`src/rtl/kernel_scan_sequencer.sv`:
```
// Zhang-Suen scan sequencer: walks the interior pixels two cycles each, two sub-iterations per pass.
// Optional pass limit enabled by defining SEQ_PASS_LIMIT_EN.
module kernel_scan_sequencer #(
    parameter int N        = 8,
    parameter int bitSize  = 6,
    parameter int MAX_PASS = 15
) (
    input  logic               clk,
    input  logic               rst,
    input  logic               start,
    input  logic               changed_in,
    output logic [bitSize:0]   pixel_position_or_address,
    output logic               we,
    output logic               subiter,
    output logic               busy,
    output logic               done,
    output logic [3:0]         pass_count,
    output logic               limit_hit
);

    localparam int AW = bitSize + 1;
    localparam logic [AW-1:0] ONE  = AW'(1);
    localparam logic [AW-1:0] LAST = AW'(N - 2);
    localparam logic [AW-1:0] NW   = AW'(N);
    localparam logic [3:0]    MAXP = 4'(MAX_PASS);

`ifdef SEQ_PASS_LIMIT_EN
    localparam bit LIMIT_EN = 1'b1;
`else
    localparam bit LIMIT_EN = 1'b0;
`endif

    typedef enum logic [2:0] {
        IDLE,
        ISSUE,
        HOLD,
        CHECK,
        DONE
    } state_t;

    state_t state, state_d;

    logic [AW-1:0] row, col, row_d, col_d;
    logic          subiter_d;
    logic          pass_changed, pass_changed_d;
    logic [3:0]    pass_count_d, cnt_inc;
    logic          limit_d;
    logic          last_pix;
    logic          we_d, busy_d, done_d;
    logic [AW-1:0] addr_d;

    assign last_pix = (row == LAST) && (col == LAST);
    assign cnt_inc  = (pass_count == 4'hF) ? 4'hF : pass_count + 4'd1;

    always_ff @(posedge clk or posedge rst) begin
        if (rst) begin
            state <= IDLE;
        end else begin
            state <= state_d;
        end
    end

    always_comb begin
        state_d        = state;
        row_d          = row;
        col_d          = col;
        subiter_d      = subiter;
        pass_changed_d = pass_changed;
        pass_count_d   = pass_count;
        limit_d        = limit_hit;
        unique case (state)
            IDLE: begin
                if (start) begin
                    state_d        = ISSUE;
                    row_d          = ONE;
                    col_d          = ONE;
                    subiter_d      = 1'b0;
                    pass_changed_d = 1'b0;
                    limit_d        = 1'b0;
                end
            end
            ISSUE: begin
                state_d = HOLD;
            end
            HOLD: begin
                if (changed_in) begin
                    pass_changed_d = 1'b1;
                end
                if (last_pix) begin
                    if (!subiter) begin
                        subiter_d = 1'b1;
                        row_d     = ONE;
                        col_d     = ONE;
                        state_d   = ISSUE;
                    end else begin
                        state_d = CHECK;
                    end
                end else begin
                    if (col == LAST) begin
                        col_d = ONE;
                        row_d = row + ONE;
                    end else begin
                        col_d = col + ONE;
                    end
                    state_d = ISSUE;
                end
            end
            CHECK: begin
                pass_count_d = cnt_inc;
                // A run that is still deleting pixels at the limit is cut off
                if (LIMIT_EN && (cnt_inc == MAXP) && pass_changed) begin
                    limit_d = 1'b1;
                    state_d = DONE;
                end else if (pass_changed) begin
                    pass_changed_d = 1'b0;
                    subiter_d      = 1'b0;
                    row_d          = ONE;
                    col_d          = ONE;
                    state_d        = ISSUE;
                end else begin
                    state_d = DONE;
                end
            end
            DONE: begin
                state_d = IDLE;
            end
            default: begin
                state_d = IDLE;
            end
        endcase
    end

    // Outputs are computed from the next state so they register alongside it
    always_comb begin
        we_d   = (state_d == ISSUE);
        busy_d = (state_d == ISSUE) || (state_d == HOLD) ||
                 (state_d == CHECK);
        done_d = (state_d == DONE);
        addr_d = pixel_position_or_address;
        if (state_d == ISSUE) begin
            addr_d = row_d * NW + col_d;
        end
    end

    always_ff @(posedge clk or posedge rst) begin
        if (rst) begin
            row                       <= ONE;
            col                       <= ONE;
            subiter                   <= 1'b0;
            pass_changed              <= 1'b0;
            pass_count                <= 4'd0;
            limit_hit                 <= 1'b0;
            pixel_position_or_address <= '0;
            we                        <= 1'b0;
            busy                      <= 1'b0;
            done                      <= 1'b0;
        end else begin
            row                       <= row_d;
            col                       <= col_d;
            subiter                   <= subiter_d;
            pass_changed              <= pass_changed_d;
            pass_count                <= pass_count_d;
            limit_hit                 <= limit_d;
            pixel_position_or_address <= addr_d;
            we                        <= we_d;
            busy                      <= busy_d;
            done                      <= done_d;
        end
    end

endmodule
```
`config.mk`:
```
export PLATFORM = sky130hd
export DESIGN_NAME = kernel_scan_sequencer
export DESIGN_NICKNAME = d
export VERILOG_FILES = /design/src/rtl/kernel_scan_sequencer.sv
export SDC_FILE = /design/constraint.sdc
export NUM_CORES = 1
export LEC_CHECK = 0
export ABC_AREA = 0
export CAP_MARGIN = 10
export CORE_UTILIZATION = 40
export CTS_BUF_LIST = sky130_fd_sc_hd__clkbuf_8 sky130_fd_sc_hd__clkbuf_16
export DETAILED_ROUTE_END_ITERATION = 12
export SYNTH_ARGS = -nofsm -noshare
export SYNTH_HDL_FRONTEND = slang
export SYNTH_SLANG_ARGS = --single-unit
```
`constraint.sdc`:
```
create_clock -name clk -period 8.1 [get_ports clk]
set_input_delay 2.025 -clock clk [delete_from_list [all_inputs] [get_ports clk]]
set_output_delay 2.025 -clock clk [all_outputs]
set_load 0.02 [all_outputs]
```
---- After elaboration in Yosys (flattened, before gate mapping) ----
Cells that the tools add are included.
operators by class
  $add $sub $neg .......................... 4
  equality and inequality tests ........... 16
  multiplexer cells ....................... 24
  reductions and logical operators ........ 8
operators with widths
  kind                   number
  $mux W7                10
  $pmux W7 S3            2
  $add A7 B1 Y7 const B  2
  $eq A7 B3 Y1 const B   2
  $eq A3 B2 Y1 const B   4
  $pmux W3 S4            1
  $mux W3                3
  $ne A2 B2 Y1 const B   4
  $add A7 B7 Y7          1
  $eq A3 B1 Y1 const B   2
  $ne A3 B3 Y1 const B   2
  $pmux W1 S3            2
  $reduce_and A5 Y1      1
  $add A4 B1 Y4 const B  1
  $eq A4 B4 Y1 const B   1
  $mux W1                4
  $mux W4                1
  $reduce_and A4 Y1      1
  $eq A3 B3 Y1 const B   1
  $logic_not A3 Y1       1
  $reduce_and A3 Y1      1
  $reduce_bool A3 Y1     1
  $logic_or A1 B1 Y1     2
  $mux W2                1
  $logic_and A1 B1 Y1    1
storage, ports and cells
  bits in registers ....................... 33
  input port bits ......................... 4
  output and inout bits ................... 16

---- Logic depth before layout (Yosys ltp) ----
Gate-level depths: netlist (run 1).
  depth in word-level cells ............... 7
  gate-level depth with buffers ........... 16
  gate-level depth less buffers ........... 16

---- Least setup slack after synthesis (run 1) ----
No wires, ideal clock.
  kind .................................... input -> register
  start ................................... input port start
  end ..................................... register pixel_position_or_address[6]
  library setup time ...................... 0.133 ns
  arrival ................................. 3.813 ns
  slack ................................... 4.153 ns
  cell stages on the path ................. 14
  buffers on the path ..................... 0
  cell sequence ........................... o21bai_1 a21o_1 inv_1 o21ai_2 inv_2 o21ai_0 nand2_1 o31ai_1 ha_1 a21o_1 a21oi_1 xnor2_1 xnor2_1 o21ai_1
on the way
  word-level cells in the longest chain between the ends .. 3
  elaborated cells between the ends (all ways) .. 8
ends and longest elaborated chain
  element                 RTL line  source
  start: declaration      10        input logic start,
  $mux W3                 73        if (start) begin
  $pmux W3 S4             71        unique case (state)
  named net state_d[0]    41        state_t state, state_d;
  $eq A3 B1 Y1            -
  named net we_d          49        logic we_d, busy_d, done_d;
  end signal: assignment  164       pixel_position_or_address <= addr_d;
  end: declaration        12        output logic [bitSize:0] pixel_position_or_address,
The timed path passes the listed nets, and every way through them passes these cells. The select of a mux whose other input is x is not followed.
A chain may end at the register's enable or synchronous reset.

---- Worst setup path after layout (run 1) ----
Same ends and word-level chain as after synthesis.

==> results.cfg, run 1 <==
[run]
cap_viol_max_count = 0

[global_route]
grt_pass1_vias = 1296
met3_usage_pct = 4.56
busiest_layer = met2
antenna_found_initial = 0
track_usage_pct = 17.6
use_met2_pct = 27.7
overflow = 0
met1_usage_pct = 22.4
grt_pass1_wl_mm = 5.87
grt_max_degree = 34

[clock_tree]
clock_sinks = 33
cts_tree = done
clk_path_buf_depth = 2
cts_hold_buf = 0
postCtsSetupBuffers = 0
numCtsBuffers = 5
insertion_delay_ns = 0.28
root_buffer = clkbuf_8
path_clk_slew_ns = 0.06
h-tree-depth = 2
cts_resized = 0

[floorplan]
dieArea_sq_um = 4560
initial_core_util_pct = 42.3
num_rows = 23
core-area_sq_um = 4060
die_y_um = 67.5
io_pins = 20
die_w_um = 67.5

[status]
status = completed

[yosys]
synth_ff_type = dfrtp_1
synthCells = 174
synth_warnings = 0
synth_cell_type_count = 44
syn-num-nets = 187
seq_area_frac_synth_pct = 48.2
avgSynthCellArea_sq_um = 9.87
synth.ff_latch_count = 33
synth-async-reset-ratio_pct = 100
netlist_area_sq_um = 1720
synth_edf_count = 0

[routing]
post_drt_wl_per_cell_um = 13.6
ant_nets = 0
viasPerCell = 5.33
drc = 0
wirelength_mm = 3.34
drt_iter0_markers = 54
dr_total_vias = 1310
first_pass_iters = 4

[finish]
fillerInstances = 371
nets = 209
drive_gt1_share_pct = 9.18
multiInputGateArea_sq_um = 832
area_growth_pct = 17.8
antennaDiodeCount = 0
final_common_cell = dfrtp_1
regArea_sq_um = 828
layout_common_cells = dfrtp_1 (31), nand2_1 (24), clkdlybuf4s50_1 (18)

[place]
io_buffers = 18
gp_congestion = 0.806
dp_hpwl_mm = 2.40
dp_slack_ns = 3.44

[sta]
setup_slack_ns = 3.70
drv_slew = 0
tns_ns = 0
fmax_ghz = 0.227
finalSetupViolCount = 0
holdWs_ns = 0.485
fin_skew_ns = 0.00718
slew_headroom_pct = 53.7
finalHoldViolations = 0
finalCritPeriodShare_pct = 54.3
tightest_slew_ns = 0.694
post-route-min-period_ns = 4.40
rsz0062_at_grt = no

[critical_path]
reg2reg_slack_ns = 4.84
cp_max_fo = 10
crit_chain = clkdlybuf4s50_1 > o21bai_1 > a21o_1 > inv_1 > o21ai_2 > inv_2 > o21ai_0 > nand2_1 > o31ai_1 > ha_1 > a21o_1 > a21oi_1 > xnor2_1 > xnor2_1 > o21ai_1
endpoint_kind = register
max_stage_delay_ns = 0.41
worstPathRequired_ns = 8.25
slowest_stage = clkdlybuf4s50_1
critPathArrivalTime_ns = 4.55
critPathLaunchType = input pin
worstSetupPathType = in -> reg

[power_and_ir_drop]
p_leak_nw = 0.877
peakVddDrop_uv = 83.1
p_per_area_nw_per_um2 = 145
p_total_mw = 0.293

[hold_path]
hp-class = reg -> reg
==> layer usage <==
metal | up-vias | wire length [um]
met5 | - | 0
met4 | 0 | 68
met3 | 11 | 137
met2 | 27 | 1530
met1 | 624 | 1600
li1 | 648 | -
==> layout make-up <==
type | count | area share (%)
sequential | 33 | 40.9
multi-input combinational | 130 | 41.1
tap | 50 | 3.09
clock buffer | 6 | 4.08
clock inverter | 1 | 0.186
inverter | 7 | 1.30
timing repair buffer | 19 | 9.28
==> final timing paths <==
path / from / endpoint / cells past startpoint
min reg2reg: pixel_position_or_address[3] / pixel_position_or_address[3] / 2
max in group asynchronous: rst / row[0] / 3
max: start / pixel_position_or_address[6] / 15
min: pixel_position_or_address[3] / pixel_position_or_address[3] / 2
min in group asynchronous: rst / col[1] / 3
max reg2reg: col[0] / pixel_position_or_address[6] / 16
==> cells by family after synthesis <==
kind of cell,after synthesis,synth area share [%]
other,1,0.218
adders and majority gates,9,6.99
DFF,33,48.2
AOI/OAI and AO/OA,43,14.7
buffers and inverters,11,3.35
and+or+nand+nor,69,22.1
muxes,3,1.82
xor gates and xnor gates,5,2.55
==> report_power, final <==
group          internal, mW  switching (mW)
Clock                0.0661          0.0566
Combinational       0.00167         0.00368
Sequential            0.165   0.00000000115
==> registers in the layout, summed over array words and instances (netlist names) <==
register and cells:
col 7, pixel_position_or_address 7, row 7, pass_count 4
state 3, busy 1, done 1, pass_changed 1
subiter 1, we 1
==> cells in the mapped netlist, types with 2 or more instances <==
cell type  instances  area, sq um
a21o_1             3         22.5
a21oi_1           12         60.1
a31oi_1            2         12.5
and2_1             2         12.5
and3_1             4         25.0
buf_4              2         15.0
dfrtp_1           31          776
dfstp_2            2         52.6
ha_1               8          100
inv_1              6         22.5
mux2i_1            2         20.0
nand2_1           24         90.1
nand2b_1           3         18.8
nand3_1            5         25.0
nand4_1            2         12.5
nand4bb_1          2         22.5
nor2_1            12         45.0
nor2b_1            3         18.8
o21ai_0           15         75.1
o21ai_1            2         10.0
o31ai_1            4         30.0
or3b_1             2         17.5
xnor2_1            5         43.8
==> metrics by stage <==
stage	util, %	instance area (sq um)	std cells
floorplan	-	1720	174
global placement	47.7	1940	239
detailed placement	47.7	1940	239
CTS	49.9	2020	246
global route	49.9	2020	246
finish	49.9	2020	246
==> worst max-delay path, delay by kind of cell <==
family,cells,cell delay [ns]
compound gates,8,1.17
fa+ha+maj,1,0.33
buf+inv,3,0.67
xor+xnor,2,0.28
simple gates,1,0.07
No activity file was read; power rests on OpenSTA's default activity.
==> run 2: changes to the inputs <==
- clock period: 8.1 -> 3.8 ns (I/O delays scaled with it)
==> results.cfg, run 2 (same netlist as run 1, synthesis figures left out) <==
[routing]
dr_total_vias = 1308
drc = 0
drt_iter0_markers = 40
post_drt_wl_per_cell_um = 13.4
wirelength_mm = 3.36
ant_nets = 0
viasPerCell = 5.23
first_pass_iters = 4

[place]
gp_congestion = 0.793
io_buffers = 18
dp_hpwl_mm = 2.48
dp_slack_ns = 0.347

[clock_tree]
cts_tree = done
clock_sinks = 33
clk_path_buf_depth = 2
insertion_delay_ns = 0.29
cts_resized = 0
path_clk_slew_ns = 0.07
root_buffer = clkbuf_8
numCtsBuffers = 5
postCtsSetupBuffers = 0
h-tree-depth = 2
cts_hold_buf = 0

[finish]
area_growth_pct = 20.0
antennaDiodeCount = 0
layout_common_cells = dfrtp_1 (31), nand2_1 (24), clkdlybuf4s50_1 (18)
nets = 212
final_common_cell = dfrtp_1
drive_gt1_share_pct = 11.5
reg.largest.list = col: 7 flops, pixel_position_or_address: 7 flops, row: 7 flops

[power_and_ir_drop]
p_leak_nw = 0.897
p_per_area_nw_per_um2 = 317
peakVddDrop_uv = 175
p_total_mw = 0.654

[floorplan]
io_pins = 20
core-area_sq_um = 4060
dieArea_sq_um = 4560
die_w_um = 67.5
num_rows = 23
initial_core_util_pct = 42.3
die_y_um = 67.5

[global_route]
grt_pass1_wl_mm = 5.74
overflow = 0
grt_pass1_vias = 1269
met3_usage_pct = 4.39
track_usage_pct = 17.4
met1_usage_pct = 22.3
grt_max_degree = 20
use_met2_pct = 26.6
busiest_layer = met2
antenna_found_initial = 0

[sta]
drv_slew = 0
tightest_slew_ns = 0.541
fmax_ghz = 0.315
finalHoldViolations = 0
holdWs_ns = 0.480
post-route-min-period_ns = 3.18
finalCritPeriodShare_pct = 83.6
fin_skew_ns = 0.00313
finalSetupViolCount = 0
tns_ns = 0
slew_headroom_pct = 63.9
setup_slack_ns = 0.623
rsz0062_at_grt = no

[critical_path]
max_stage_delay_ns = 0.48
critPathLaunchType = input pin
regToRegStartpoint = col[0]
crit_family = compound AO/OA/AOI/OAI gates
r2r_end = pixel_position_or_address[6]
crit_end = pixel_position_or_address[6]
critPathArrivalTime_ns = 3.36
endpoint_kind = register
crit_cells = 15
slowest_stage = clkdlybuf4s50_1
worstSetupPathType = in -> reg
crit_chain = clkdlybuf4s50_1 > o21bai_1 > a21o_1 > inv_1 > o21ai_2 > inv_2 > o21ai_0 > nand2_1 > o31ai_1 > ha_1 > a21o_1 > a21oi_1 > xnor2_1 > xnor2_1 > o21ai_1
r2r_cells = 12
crit_buf_inv = 3
crit_path_start = start
cp_max_fo = 9
reg2reg_slack_ns = 0.82
worstPathRequired_ns = 3.98

[status]
status = completed

[run]
cap_viol_max_count = 0

[hold_path]
hp-class = reg -> reg
## run 2: routing by layer
metal | vias to the layer above | share of wire [%]
met5 | - | 0
met4 | 0 | 2.1
met3 | 7 | 3.7
met2 | 25 | 45
met1 | 618 | 49
li1 | 658 | -
## run 2: worst min path at each step
stage               slack, ns                    startpoint  cells past startpoint                           end
global route             0.52  pixel_position_or_address[3]                      2  pixel_position_or_address[3]
CTS                      0.48  pixel_position_or_address[4]                      2  pixel_position_or_address[4]
detailed placement       0.47  pixel_position_or_address[4]                      2  pixel_position_or_address[4]
global placement         0.46  pixel_position_or_address[3]                      2  pixel_position_or_address[3]
finish                   0.48  pixel_position_or_address[4]                      2  pixel_position_or_address[4]
floorplan                0.47                  pass_changed                      1                          done
## run 2: per-stage QoR
step                instances  utilization (%)  instance area, sq um
floorplan                 174                -                  1720
global placement          242             48.3                  1960
detailed placement        242             48.3                  1960
CTS                       250             50.8                  2060
global route              250             50.8                  2060
finish                    250             50.8                  2060
## run 2: area by class of cell
class	instances	area, sq um
fill	368	2000
multi-input combinational	130	832
sequential	33	828
timing repair buffer	22	210
clock buffer	7	96.3
tap	50	62.6
inverter	7	26.3
clock inverter	1	5.00
## run 2: worst register-to-register path, stage by stage, from the launching register on
cell and delay (ns):
dfstp_2 0.55, inv_1 0.07, ha_1 0.20, nand4bb_1 0.17
nor3_4 0.09, nand2b_1 0.27, o31ai_1 0.50, ha_1 0.33
a21o_1 0.16, a21oi_1 0.17, xnor2_1 0.15, xnor2_1 0.14
o21ai_1 0.07
## run 2: report_power, final
part | total [mW] | leakage, nW | internal (mW) | switching, mW
Clock | 0.291 | 0.0542 | 0.164 | 0.127
Sequential | 0.351 | 0.366 | 0.351 | 0.00000000231
Combinational | 0.0116 | 0.476 | 0.00353 | 0.00802
Total | 0.654 | 0.897 | 0.518 | 0.135
==> run 3: changes to the inputs <==
- clock period: 3.8 -> 3.2 ns (I/O delays scaled with it)
==> results.cfg, run 3 (same netlist as run 1, synthesis figures left out) <==
[status]
status = completed

[clock_tree]
path_clk_slew_ns = 0.07
cts_tree = done
h-tree-depth = 2
root_buffer = clkbuf_8
insertion_delay_ns = 0.29
clock_sinks = 33
cts_hold_buf = 0
numCtsBuffers = 5
clk_path_buf_depth = 2

[finish]
nets = 217
utilization_pct = 52.0
reg.largest.list = col: 7 flops, pixel_position_or_address: 7 flops, row: 7 flops
antennaDiodeCount = 0
drive_gt1_share_pct = 14.6
final_common_cell = dfrtp_1
stdcell_count = 255
area_growth_pct = 22.8
fillerInstances = 378
layout_common_cells = dfrtp_1 (31), nand2_1 (24), clkdlybuf4s50_1 (18)

[critical_path]
cp_max_fo = 5
crit_chain = clkdlybuf4s50_1 > o21bai_1 > a21o_1 > inv_1 > o21ai_4 > inv_2 > o21ai_0 > nand2_1 > o31ai_1 > ha_1 > a21o_1 > a21oi_2 > xnor2_1 > xnor2_1 > o21ai_1
critPathArrivalTime_ns = 3.08
endpoint_kind = register
worstPathRequired_ns = 3.38
slowest_stage = clkdlybuf4s50_1
worstSetupPathType = in -> reg
critPathLaunchType = input pin
max_stage_delay_ns = 0.48

[floorplan]
die_w_um = 67.5
initial_core_util_pct = 42.3
die_y_um = 67.5
dieArea_sq_um = 4560
io_pins = 20
core-area_sq_um = 4060
num_rows = 23

[sta]
post-route-min-period_ns = 2.90
finalCritPeriodShare_pct = 90.8
setup_slack_ns = 0.296
fin_skew_ns = 0.00569
finalSetupViolCount = 0
fmax_ghz = 0.344
drv_slew = 0
finalHoldViolations = 0
rsz0062_at_grt = no

[routing]
drt_iter0_markers = 50
viasPerCell = 5.22
post_drt_wl_per_cell_um = 13.4
dr_total_vias = 1330
first_pass_iters = 4
ant_nets = 0
wirelength_mm = 3.42
drc = 0

[power_and_ir_drop]
power_switching_mw = 0.165
seq_power_share_pct = 53.4
power_frac_clock_pct = 44.8
sw_frac_of_total_pct = 21.2
p_per_area_nw_per_um2 = 370
p_leak_nw = 0.917
peakVddDrop_uv = 247
p_int_mw = 0.616
p_comb_share_pct = 1.8

[place]
gp_congestion = 0.797
dp_cells = 245
io_buffers = 18
dp_hpwl_mm = 2.33
dp_slack_ns = -0.0383

[hold_path]
hp-class = reg -> reg

[global_route]
antenna_found_initial = 0
track_usage_pct = 17.2
overflow = 0
grt_max_degree = 34
grt_pass1_wl_mm = 5.75
grt_pass1_vias = 1277

[run]
cap_viol_max_count = 0
## run 3: cell count changes in the layout (fill, tap and decap cells not counted), sizes merged
cell	before	now
buf	4	9
## run 3: worst max-delay path: cells and delay by family
family | cells | cell delay, ns
buf+inv | 3 | 0.69
xor+xnor | 2 | 0.27
compound gates | 8 | 0.93
simple gates | 1 | 0.07
fa+ha+maj | 1 | 0.31
## run 3: path summary, 6_finish.rpt
kind	start	to	slack (ns)	cells after the start
max in group asynchronous	rst	row[0]	1.97	3
min reg2reg	pixel_position_or_address[3]	pixel_position_or_address[3]	0.49	2
max reg2reg	col[0]	pixel_position_or_address[6]	0.31	16
min in group asynchronous	rst	pixel_position_or_address[2]	0.90	3
min	pixel_position_or_address[3]	pixel_position_or_address[3]	0.49	2
max	start	pixel_position_or_address[6]	0.30	15
## run 3: what timing repair did
action	4_1_cts	5_1_grt
setup buffers	0	2
setup endpoints to repair	0	1
gates resized for setup	0	4
## run 3: per-stage QoR
step	instance area, sq um	hold WS, ns	total power, mW	TNS (ns)
6_report	2110	0.489	0.781	0
3_3_place_gp	1980	0.462	0.439	0
3_5_place_dp	1980	0.473	0.440	-0.0383
5_1_grt	2110	0.534	0.808	0
4_1_cts	2080	0.496	0.786	0
2_1_floorplan	1720	0.468	0.433	0
## run 3: power groups by stage
| stage | Sequential (mW) | Combinational, mW | Clock (mW) |
|---|---|---|---|
| after global placement | 0.425 | 0.0143 | 0 |
| final | 0.417 | 0.0138 | 0.350 |
| after detailed placement | 0.425 | 0.0146 | 0 |
| after CTS | 0.417 | 0.0147 | 0.354 |
| after floorplan | 0.425 | 0.00825 | 0 |
| after global routing | 0.417 | 0.0162 | 0.375 |
## run 3: layout make-up
type	instances	area, sq um	area share [%]
clock buffer	7	96.3	4.57
clock inverter	1	5.00	0.237
inverter	7	26.3	1.25
multi-input combinational	130	843	40.0
sequential	33	828	39.3
tap	50	62.6	2.97
timing repair buffer	27	248	11.7
## run 3: layer usage
metal	GRT usage [%]	vias to the layer above	wire [um]
met5	0	-	0
met4	7.98	0	63
met3	4.05	8	111
met2	26.6	23	1540
met1	22.5	636	1700
li1	-	663	-
